==> src/rtl/bg_theme_pkg.sv <==
// Shared types, theme colour table and the fade helper for the background
// theme sequencer. Colours are RRRGGGBB.
package bg_theme_pkg;

  typedef enum logic [2:0] {
    SHOW     = 3'd0,
    FADE_OUT = 3'd1,
    SWAP     = 3'd2,
    FADE_IN  = 3'd3,
    FLASH    = 3'd4
  } state_t;

  localparam logic [2:0] K_FULL = 3'd7;

  // Theme table, index 0..3: base fill colour and bracket-line colour.
  localparam logic [7:0] THEME_BASE [4] = '{8'h58, 8'h03, 8'hE0, 8'h49};
  localparam logic [7:0] THEME_LINE [4] = '{8'hFF, 8'hFC, 8'h1F, 8'hB6};

  // Dim a colour towards black: level k=7 is full colour, k=0 darkest.
  // Red and green drop by (7-k), blue (2 bits) by half that; clamp at 0.
  function automatic logic [7:0] fade_rgb(input logic [7:0] rgb, input logic [2:0] k);
    logic [2:0] d;
    logic [3:0] r;
    logic [3:0] g;
    logic [2:0] b;
    d = K_FULL - k;
    r = {1'b0, rgb[7:5]} - {1'b0, d};
    g = {1'b0, rgb[4:2]} - {1'b0, d};
    b = {1'b0, rgb[1:0]} - {1'b0, d[2:1]};
    return {(r[3] ? 3'd0 : r[2:0]),
            (g[3] ? 3'd0 : g[2:0]),
            (b[2] ? 2'd0 : b[1:0])};
  endfunction

endpackage

==> src/rtl/bg_theme_sequencer_counter.sv <==
// Frame counter shared by the fade and flash paths. Counts enabled frames
// up to 'limit', then wraps to 0 and raises step_done for that frame.
module bg_frame_step_counter (
  input  logic       clk,
  input  logic       resetN,
  input  logic       clr,
  input  logic       en,
  input  logic [3:0] limit,
  output logic       step_done
);

  logic [3:0] frame_cnt;

  // clear has priority so a restart never also reports a completed step
  assign step_done = en && !clr && (frame_cnt == limit);

  // frame counter register with synchronous clear/wrap
  always_ff @(posedge clk) begin
    if (resetN) begin
      frame_cnt <= 4'd0;
    end else if (clr) begin
      frame_cnt <= 4'd0;
    end else if (en) begin
      frame_cnt <= (frame_cnt == limit) ? 4'd0 : frame_cnt + 4'd1;
    end
  end

endmodule

==> src/rtl/bg_theme_sequencer.sv <==
// Background theme sequencer: supplies base/line colours to the background
// draw block, sequencing level-up theme fades and hit flashes on frame
// boundaries.
//
//   state    | meaning
//   ---------+-----------------------------------------------------------
//   SHOW     | steady theme colours at full level, accepts requests
//   FADE_OUT | dimming k 7->0, one level per FRAMES_PER_STEP frames
//   SWAP     | single cycle, advance theme index
//   FADE_IN  | brightening k 0->7, returns to SHOW with transitionDone
//   FLASH    | base colour inverted for FLASH_FRAMES frames
module bg_theme_sequencer
  import bg_theme_pkg::*;
#(
  parameter int FRAMES_PER_STEP = 4,
  parameter int FLASH_FRAMES    = 6,
  parameter int NUM_THEMES      = 4
) (
  input  logic       clk,
  input  logic       resetN,
  input  logic       startOfFrame,
  input  logic       levelUpReq,
  input  logic       flashReq,
  output logic [7:0] baseRGB,
  output logic [7:0] lineRGB,
  output logic [1:0] themeIdx,
  output logic       busy,
  output logic       transitionDone
);

  localparam logic [3:0] FADE_LIMIT  = 4'(FRAMES_PER_STEP - 1);
  localparam logic [3:0] FLASH_LIMIT = 4'(FLASH_FRAMES - 1);
  localparam logic [1:0] THEME_LAST  = 2'(NUM_THEMES - 1);

  state_t     state_q, state_d;
  logic [2:0] k_q, k_d;
  logic [1:0] theme_q, theme_d;
  logic       pending_q, pending_d;
  logic       done_q, done_d;
  logic       cnt_clr, cnt_en, step_done;
  logic [3:0] cnt_limit;

  assign cnt_en    = startOfFrame &&
                     (state_q inside {FADE_OUT, FADE_IN, FLASH});
  assign cnt_limit = (state_q == FLASH) ? FLASH_LIMIT : FADE_LIMIT;
  assign themeIdx  = theme_q;

  bg_frame_step_counter u_step_cnt (
    .clk       (clk),
    .resetN    (resetN),
    .clr       (cnt_clr),
    .en        (cnt_en),
    .limit     (cnt_limit),
    .step_done (step_done)
  );

  // sequencer state registers
  always_ff @(posedge clk) begin
    if (resetN) begin
      state_q   <= SHOW;
      k_q       <= K_FULL;
      theme_q   <= 2'd0;
      pending_q <= 1'b0;
      done_q    <= 1'b0;
    end else begin
      state_q   <= state_d;
      k_q       <= k_d;
      theme_q   <= theme_d;
      pending_q <= pending_d;
      done_q    <= done_d;
    end
  end

  // next-state logic; a level-up always beats a same-cycle flash request
  always_comb begin
    state_d   = state_q;
    k_d       = k_q;
    theme_d   = theme_q;
    pending_d = pending_q;
    done_d    = 1'b0;
    cnt_clr   = 1'b0;
    unique case (state_q)
      SHOW: begin
        if (startOfFrame && pending_q) begin
          state_d   = FADE_OUT;
          k_d       = K_FULL;
          pending_d = 1'b0;
          cnt_clr   = 1'b1;
        end else if (levelUpReq) begin
          pending_d = 1'b1;
        end else if (flashReq) begin
          state_d = FLASH;
          cnt_clr = 1'b1;
        end
      end
      FADE_OUT: begin
        if (step_done) begin
          if (k_q == 3'd0) state_d = SWAP;
          else             k_d     = k_q - 3'd1;
        end
      end
      SWAP: begin
        theme_d = (theme_q == THEME_LAST) ? 2'd0 : theme_q + 2'd1;
        state_d = FADE_IN;
        k_d     = 3'd0;
        cnt_clr = 1'b1;
      end
      FADE_IN: begin
        if (step_done) begin
          if (k_q == K_FULL) begin
            state_d = SHOW;
            done_d  = 1'b1;
          end else begin
            k_d = k_q + 3'd1;
          end
        end
      end
      FLASH: begin
        if (levelUpReq) pending_d = 1'b1;
        if (flashReq)       cnt_clr = 1'b1;
        else if (step_done) state_d = SHOW;
      end
      default: state_d = SHOW;
    endcase
  end

  // registered colour/status outputs, one clock behind the sequencer state
  always_ff @(posedge clk) begin
    if (resetN) begin
      baseRGB        <= THEME_BASE[0];
      lineRGB        <= THEME_LINE[0];
      busy           <= 1'b0;
      transitionDone <= 1'b0;
    end else begin
      baseRGB        <= (state_q == FLASH) ? ~THEME_BASE[theme_q]
                                           : fade_rgb(THEME_BASE[theme_q], k_q);
      lineRGB        <= fade_rgb(THEME_LINE[theme_q], k_q);
      busy           <= (state_q != SHOW);
      transitionDone <= done_q;
    end
  end

endmodule
==> config.mk <==
export PLATFORM = sky130hd
export DESIGN_NAME = bg_theme_sequencer
export DESIGN_NICKNAME = d
export VERILOG_FILES = /design/src/rtl/bg_theme_pkg.sv /design/src/rtl/bg_theme_sequencer_counter.sv /design/src/rtl/bg_theme_sequencer.sv
export SDC_FILE = /design/constraint.sdc
export NUM_CORES = 1
export LEC_CHECK = 0
export CORE_AREA = 2 2 54 81
export DETAILED_ROUTE_END_ITERATION = 6
export DIE_AREA = 0 0 56 83
export PLACE_DENSITY = 0.71
export SLEW_MARGIN = 5
export SYNTH_ARGS = -nofsm -noshare
export SYNTH_HDL_FRONTEND = slang
export SYNTH_SLANG_ARGS = --single-unit
==> constraint.sdc <==
create_clock -name clk -period 3.2 [get_ports clk]
set_input_delay 0.32 -clock clk [delete_from_list [all_inputs] [get_ports clk]]
set_output_delay 0.32 -clock clk [all_outputs]
set_load 0.005 [all_outputs]
# ---- After elaboration in Yosys (flattened, before gate mapping)
# Index checks and enable logic that the tools add are counted.
dict set report op_classes {
  add_sub_neg 11
  order_cmp 1
  n_eq_ne 18
  mux 40
  bitwise_logic 4
  n_reduce_logical 15
}
# operator n
set op_table {}
lappend op_table {{two-way mux 3 bit} 19}
lappend op_table {{two-way mux 8 bit} 5}
lappend op_table {{binary-select mux 8 bit (select 2 bit)} 2}
lappend op_table {{subtractor 3 x 3 -> 4 bit} 4}
lappend op_table {{one-hot mux 3 bit (5 select lines)} 1}
lappend op_table {{!= test 2 bit (second input constant)} 7}
lappend op_table {{one-hot mux 3 bit (4 select lines)} 1}
lappend op_table {{inverter 8 bit} 1}
lappend op_table {{AND reduction 8 bit} 1}
lappend op_table {{equality test 3 x 2 -> 1 bit (second input constant)} 2}
lappend op_table {{equality test 3 bit (second input constant)} 2}
lappend op_table {{zero test 3 bit} 2}
lappend op_table {{two-way mux 1 bit} 6}
lappend op_table {{two-way mux 2 bit} 3}
lappend op_table {{!= test 3 bit (second input constant)} 2}
lappend op_table {{AND reduction 6 bit} 1}
lappend op_table {{nonzero test 3 bit} 2}
lappend op_table {{subtractor 2 x 2 -> 3 bit} 2}
lappend op_table {{adder 4 x 1 -> 4 bit (second input constant)} 1}
lappend op_table {{equality test 4 x 3 -> 1 bit} 1}
lappend op_table {{logical AND 1 bit} 4}
lappend op_table {{two-way mux 4 bit} 1}
lappend op_table {{!= test 2 x 1 -> 1 bit (second input constant)} 2}
lappend op_table {{nonzero test 4 bit} 1}
lappend op_table {{other kinds (15)} 16}
dict set report totals {
  regBits 32
  inputBits 5
  output_inout_bits 20
  word_cells 99
}

# ---- Depth between registers and ports, before layout
dict set report logic_depth {
  depth_word 10
  ltp_mapped 9
  depth_no_buf 9
}

# ---- Cells and area by module
# From an unflattened synthesis, not the netlist that was laid out.
dict set report unflattened {
  hier_cells 205
  hier_area_um2 1939.4
}
# mod instances cells_per_inst area_each_um2 seq_area_each_um2
set by_module_without_submodules {}
lappend by_module_without_submodules {bg_theme_sequencer 1 179 1670.4 560.5}
lappend by_module_without_submodules {bg_frame_step_counter 1 26 269.0 80.1}

# ---- Worst setup path after synthesis
# No wires, ideal clock.
dict set report synth_timing {
  path_kind {register -> register}
  startpoint {register theme_q[0] (netlist: themeIdx[0])}
  endpoint {register baseRGB[4]}
  setup_ps 127
  arrival_time_ps 1884
  t_required_ps 3073
  path_slack_ps 1189
  stages_incl_launch_ff 9
  n_path_buf 0
  period_less_slack_ps 2011
  cell_sequence {dfxtp_1 -> inv_1 -> ha_1 -> inv_1 -> ha_1 -> a21o_1 -> a21oi_1 -> nor3_1 -> or3_1}
}
dict set report synth_via {
  elab_chain_len 7
  word_cells_on_any_way 8
  cone_classes {1 x add/sub; 5 x mux; 2 x bitwise}
}
# element line
set synth_lines {}
lappend synth_lines {{start, declared} bg_theme_sequencer.sv:37} ;# logic [1:0] theme_q, theme_d;
lappend synth_lines {{start signal, assigned} bg_theme_sequencer.sv:68} ;# theme_q <= theme_d;
lappend synth_lines {{inverter 2 -> 3 bit (implied by the code) *} {bg_theme_sequencer.sv:135, bg_theme_sequencer.sv:136}}
lappend synth_lines {{binary-select mux 8 bit (select 2 bit) *} {bg_theme_sequencer.sv:135, bg_theme_sequencer.sv:136}}
lappend synth_lines {{two-way mux 8 bit (implied by the code) * (2 in a row)} {bg_theme_sequencer.sv:135, bg_theme_sequencer.sv:136}}
lappend synth_lines {{subtractor 3 x 3 -> 4 bit} bg_theme_pkg.sv:28} ;# g = {1'b0, rgb[4:2]} - {1'b0, d};
lappend synth_lines {{two-way mux 3 bit} bg_theme_pkg.sv:31} ;# (g[3] ? 3'd0 : g[2:0]),
lappend synth_lines {{two-way mux 8 bit *} bg_theme_sequencer.sv:135} ;# baseRGB <= (state_q == FLASH) ? ~THEME_BASE[theme_q]
lappend synth_lines {{end signal, assigned} bg_theme_sequencer.sv:130} ;# baseRGB <= THEME_BASE[0];
lappend synth_lines {{end signal, assigned} bg_theme_sequencer.sv:135}
lappend synth_lines {{end, declared} bg_theme_sequencer.sv:24} ;# output logic [7:0] baseRGB,
# Every way passes the cells marked *; elsewhere a longest branch is shown, timed or not. The select of a mux whose other input is x is not followed.
# A chain may end at the register's enable or synchronous reset.

# ---- Final worst setup path
dict set report layout_timing {
  startpoint {register state_q[0]}
  endpoint {register k_q[2]}
}
dict set report layout_via {
  elab_chain_len 7
  word_cells_on_any_way 21
  cone_classes {10 x eq/ne; 3 x mux; 8 x reduce/logical}
}
# element line
set layout_lines {}
lappend layout_lines {{start, declared} bg_theme_sequencer.sv:35} ;# state_t state_q, state_d;
lappend layout_lines {{start signal, assigned} bg_theme_sequencer.sv:66} ;# state_q <= state_d;
lappend layout_lines {{equality test 3 bit (tied with other cells)} {bg_theme_sequencer.sv:44, bg_theme_sequencer.sv:45, bg_theme_sequencer.sv:82}}
lappend layout_lines {{one-hot mux 1 bit (3 select lines) / nonzero test 3 bit (equally long branches)} {bg_theme_sequencer.sv:82, bg_theme_sequencer.sv:44}}
lappend layout_lines {{zero test 1 bit / logical AND 1 bit (equally long branches)} {bg_theme_sequencer_counter.sv:15, bg_theme_sequencer.sv:43}}
lappend layout_lines {{logical AND 1 bit (2 in a row)} bg_theme_sequencer_counter.sv:15} ;# assign step_done = en && !clr && (frame_cnt == limit);
lappend layout_lines {{!= test 2 bit (no line)} -}
lappend layout_lines {{AND reduction 6 bit (no line)} -}
lappend layout_lines {{end signal, assigned} bg_theme_sequencer.sv:67} ;# k_q <= k_d;
lappend layout_lines {{end, declared} bg_theme_sequencer.sv:36} ;# logic [2:0] k_q, k_d;
# Parallel ways exist; a longest one is shown, timed or not.

==> Flow_metrics.wiki <==
{| class="wikitable"
! Metric !! Value
|-
| Result of the run || finished, final reports clean
|-
| Total of fill cells in the finished design || 384
|-
| Worst reg2reg startpoint || state_q[0]$_SDFFE_PP0P_
|-
| Slowest library cell on the worst path || dfxtp_1
|-
| Setup Buffers After CTS || 0
|-
| First-pass GRT wire length || 6780 um
|-
| Vertical die dimension || 83 um
|-
| Post-Layout Inst Area || 2230 um^2
|-
| Max-slew violations || 0
|-
| Share of flip-flops with an asynchronous set or reset || 0%
|-
| Biggest fanout along the worst timing path || 18
|-
| Placer's final routability congestion estimate || 0.811
|-
| Xor and xnor fraction of the mapped netlist area || 2.30%
|-
| Total Negative Setup Slacks || 0 ns
|-
| Clock tree from TritonCTS || built
|-
| Crit path launch type || flop
|-
| Net count, final || 260
|-
| HP Class || reg2reg
|-
| DRC violations left || 0
|-
| Crit path launch || state_q[0]$_SDFFE_PP0P_
|-
| Final Setup Violations || 0
|-
| Post-synth design cell area || 1910 um^2
|-
| Top FF cell, synth || dfxtp_1
|-
| Number of antenna violations at the first check in global routing || 0
|-
| Number of hold violations in the final report || 0
|-
| Fmax || 425 MHz
|-
| Via count of the first global-routing pass || 1526
|-
| Min-Delay Endpoint || transitionDone$_SDFF_PP0_
|-
| Share of post-route cells with drive strength above 1 || 3.86%
|-
| Number of standard cells after synthesis || 214
|-
| Insertion delay to the later sink of the worst-skew pair || 0.28 ns
|-
| Count of warnings emitted by yosys || 0
|-
| Startpoint of the lowest-slack hold path || done_q$_SDFF_PP0_
|-
| Static leakage || 0.859 nW
|-
| Most used cells in the layout excluding fill and tap cells || 32 x dfxtp_1, 24 x clkdlybuf4s50_1, 18 x inv_1
|-
| Series of cell instances along the critical path || nor2b_1 -> nand2_1 -> fa_1 -> nor2_1 -> o311ai_0 -> o2bb2ai_1 -> a211oi_1
|-
| Core Rows || 28
|-
| Seq/Total Area, Yosys || 33.6%
|-
| CTS-repair resized insts || 0
|-
| # IOs || 25
|-
| Total via count in the routed design || 1579
|-
| Antenna fix cells || 0
|-
| Final routed wire length divided by cell count || 13.8 um
|-
| Mean instance size in the synthesized netlist || 8.91 um^2
|-
| Detailed router's first-iteration violation count || 35
|-
| Most common library cell in the layout ignoring fill and taps || dfxtp_1
|-
| Cell depth of the worst hold path || 1
|-
| Max capacitance violation total || 0
|-
| Worst Skew || 0.0114 ns
|-
| Post-synth cell types || 48
|-
| Final clock period utilization by the worst path || 73.5%
|-
| Die Width || 56 um
|-
| Endpoint of the worst register-to-register path || k_q[2]$_SDFFE_PP1P_
|-
| Crit path capture type || flop
|-
| Total core area || 3920 um^2
|-
| Buffers on Ports || 24
|-
| Placed inst area || 2150 um^2
|-
| Routed vias/inst || 5.68
|-
| Post-synth net total || 241
|-
| Shortest clock period the worst path allows after layout || 2.35 ns
|-
| Dominant combinational cell family by area after synthesis || compound AO/OA/AOI/OAI gates
|-
| Worst reg-to-reg setup slack || 0.85 ns
|-
| Number of flip-flops and latches in the synthesized netlist || 32
|-
| EDFF count, synth || 0
|-
| Proportion of synthesized area in mux cells || 1.18%
|-
| Clock sinks || 32
|-
| Fraction of the mapped netlist area in adder cells || 16.8%
|-
| Synthesized-area fraction occupied by ao, oa, aoi and oai cells || 22.2%
|-
| Critical path data required time || 3.35 ns
|-
| Total clock buffers created by CTS || 5
|-
| Starting density of the core || 48.6%
|-
| CTS clk-pin slew, worst paths || 0.07 ns
|-
| Slew at the pin closest to its max-slew limit || 0.684 ns
|-
| Crit path DAT || 2.51 ns
|-
| Total die area || 4650 um^2
|-
| Share of synthesized cell area in and, or, nand and nor gates || 17.2%
|-
| H-tree depth reported by CTS || 2
|-
| Overall routed net length || 3840 um
|-
| Hold_buf cts || 0
|-
| Slowest cell delay on critical path || 0.67 ns
|-
| GRT overflow || 0
|-
| Detailed Place HPWL || 2810 um
|-
| Root Driver || clkbuf_8
|-
| Pin count of the biggest net entering global routing || 21
|-
| All-Layer GR Usage || 17.9%
|-
| R2r worst-path depth || 7
|-
| Power density cells || 455 nW/um^2
|-
| RSZ-0062 raised after global routing || false
|-
| Max Root-Sink Buffers || 2
|-
| Worst setup path category || reg2reg
|-
| Synthesis-to-finish area growth || 16.8%
|-
| Iteration count of the initial detailed-routing pass || 4
|-
| Maximum vdd ir drop || 0.405 mV
|-
| DRT antenna net count || 0
|-
| Max-slew headroom || 54.3%
|}
## registers in the layout, summed over array words and instances, names as in the netlist
signal                cells
busy                      1
themeIdx                  2
transitionDone            1
u_step_cnt.frame_cnt      4
baseRGB                   8
state_q                   3
lineRGB                   8
pending_q                 1
done_q                    1
k_q                       3
## metal layers
metal	up-vias	global-route usage (%)	part of all wire [%]
met3	10	3.74	3.1
met1	736	19.8	41
li1	799	-	-
met2	34	31.8	53
met5	-	0	0
met4	0	8.66	2.9
## power breakdown
part | internal, W | leakage, nW | switching (W)
Combinational | 0.000125 | 0.557 | 0.000115
Sequential | 0.000436 | 0.261 | 0.0000477
Clock | 0.000148 | 0.0410 | 0.000142
Total | 0.000708 | 0.859 | 0.000305
## cells by family (layout without fill, tap and decap cells)
group	Yosys count	after routing
xor+xnor	5	5
buf+inv	31	50
simple gates	61	61
flops	32	32
compound gates	62	62
mux	1	1
fa+ha+maj	22	22
## final cells by class
cell class / instances / area [um^2] / share of cell area [%]
repair buffers: 25 / 248 / 11.1
inverters: 18 / 67.6 / 3.03
multi-input cells: 151 / 1140 / 51.1
clock inverters: 1 / 5.00 / 0.225
well taps: 45 / 56.3 / 2.53
flip-flops and latches: 32 / 641 / 28.8
clock buffers: 6 / 72.6 / 3.26
## metrics by stage
step	hold WS, ns	util, %	setup slack [ns]	power, W	instances
final	0.437	56.8	0.847	0.00101	278
after global routing	0.466	56.8	0.599	0.00108	278
after CTS	0.439	56.8	0.848	0.00103	278
after detailed placement	0.422	54.8	0.860	0.000732	271
after global placement	0.421	54.8	0.948	0.000727	271
after floorplan	0.414	-	1.19	0.000646	214
## worst max path at each step
stage,depth (start not counted),endpoint,slack (ns)
finish,7,k_q[2]$_SDFFE_PP1P_,0.85
floorplan,8,baseRGB[4]$_SDFF_PP1_,1.19
global route,7,k_q[2]$_SDFFE_PP1P_,0.60
CTS,7,k_q[2]$_SDFFE_PP1P_,0.85
global placement,7,k_q[2]$_SDFFE_PP1P_,0.95
detailed placement,7,k_q[2]$_SDFFE_PP1P_,0.86
## cell usage after synthesis, types with 3 or more instances
cell type / instances / area (um^2)
a211oi_1: 3 / 22.5
a21o_1: 6 / 45.0
a21oi_1: 16 / 80.1
a31oi_1: 3 / 18.8
buf_2: 3 / 15.0
clkbuf_1: 8 / 30.0
dfxtp_1: 32 / 641
fa_1: 6 / 120
ha_1: 16 / 200
inv_1: 18 / 67.6
nand2_1: 11 / 41.3
nand3_1: 3 / 15.0
nor2_1: 15 / 56.3
nor2b_1: 6 / 37.5
nor3_1: 6 / 30.0
nor4_1: 3 / 18.8
o211ai_1: 5 / 37.5
o21a_1: 3 / 22.5
o21ai_0: 7 / 35.0
o21bai_1: 6 / 45.0
xnor2_1: 3 / 26.3
## worst max-delay path: cells and delay by family, from the launching register on
| family | cells | cell delay, ns |
|---|---|---|
| fa+ha+maj | 1 | 0.47 |
| simple gates | 3 | 0.70 |
| compound gates | 3 | 0.39 |
| flops | 1 | 0.67 |
Power figures use the tool's default switching activity.
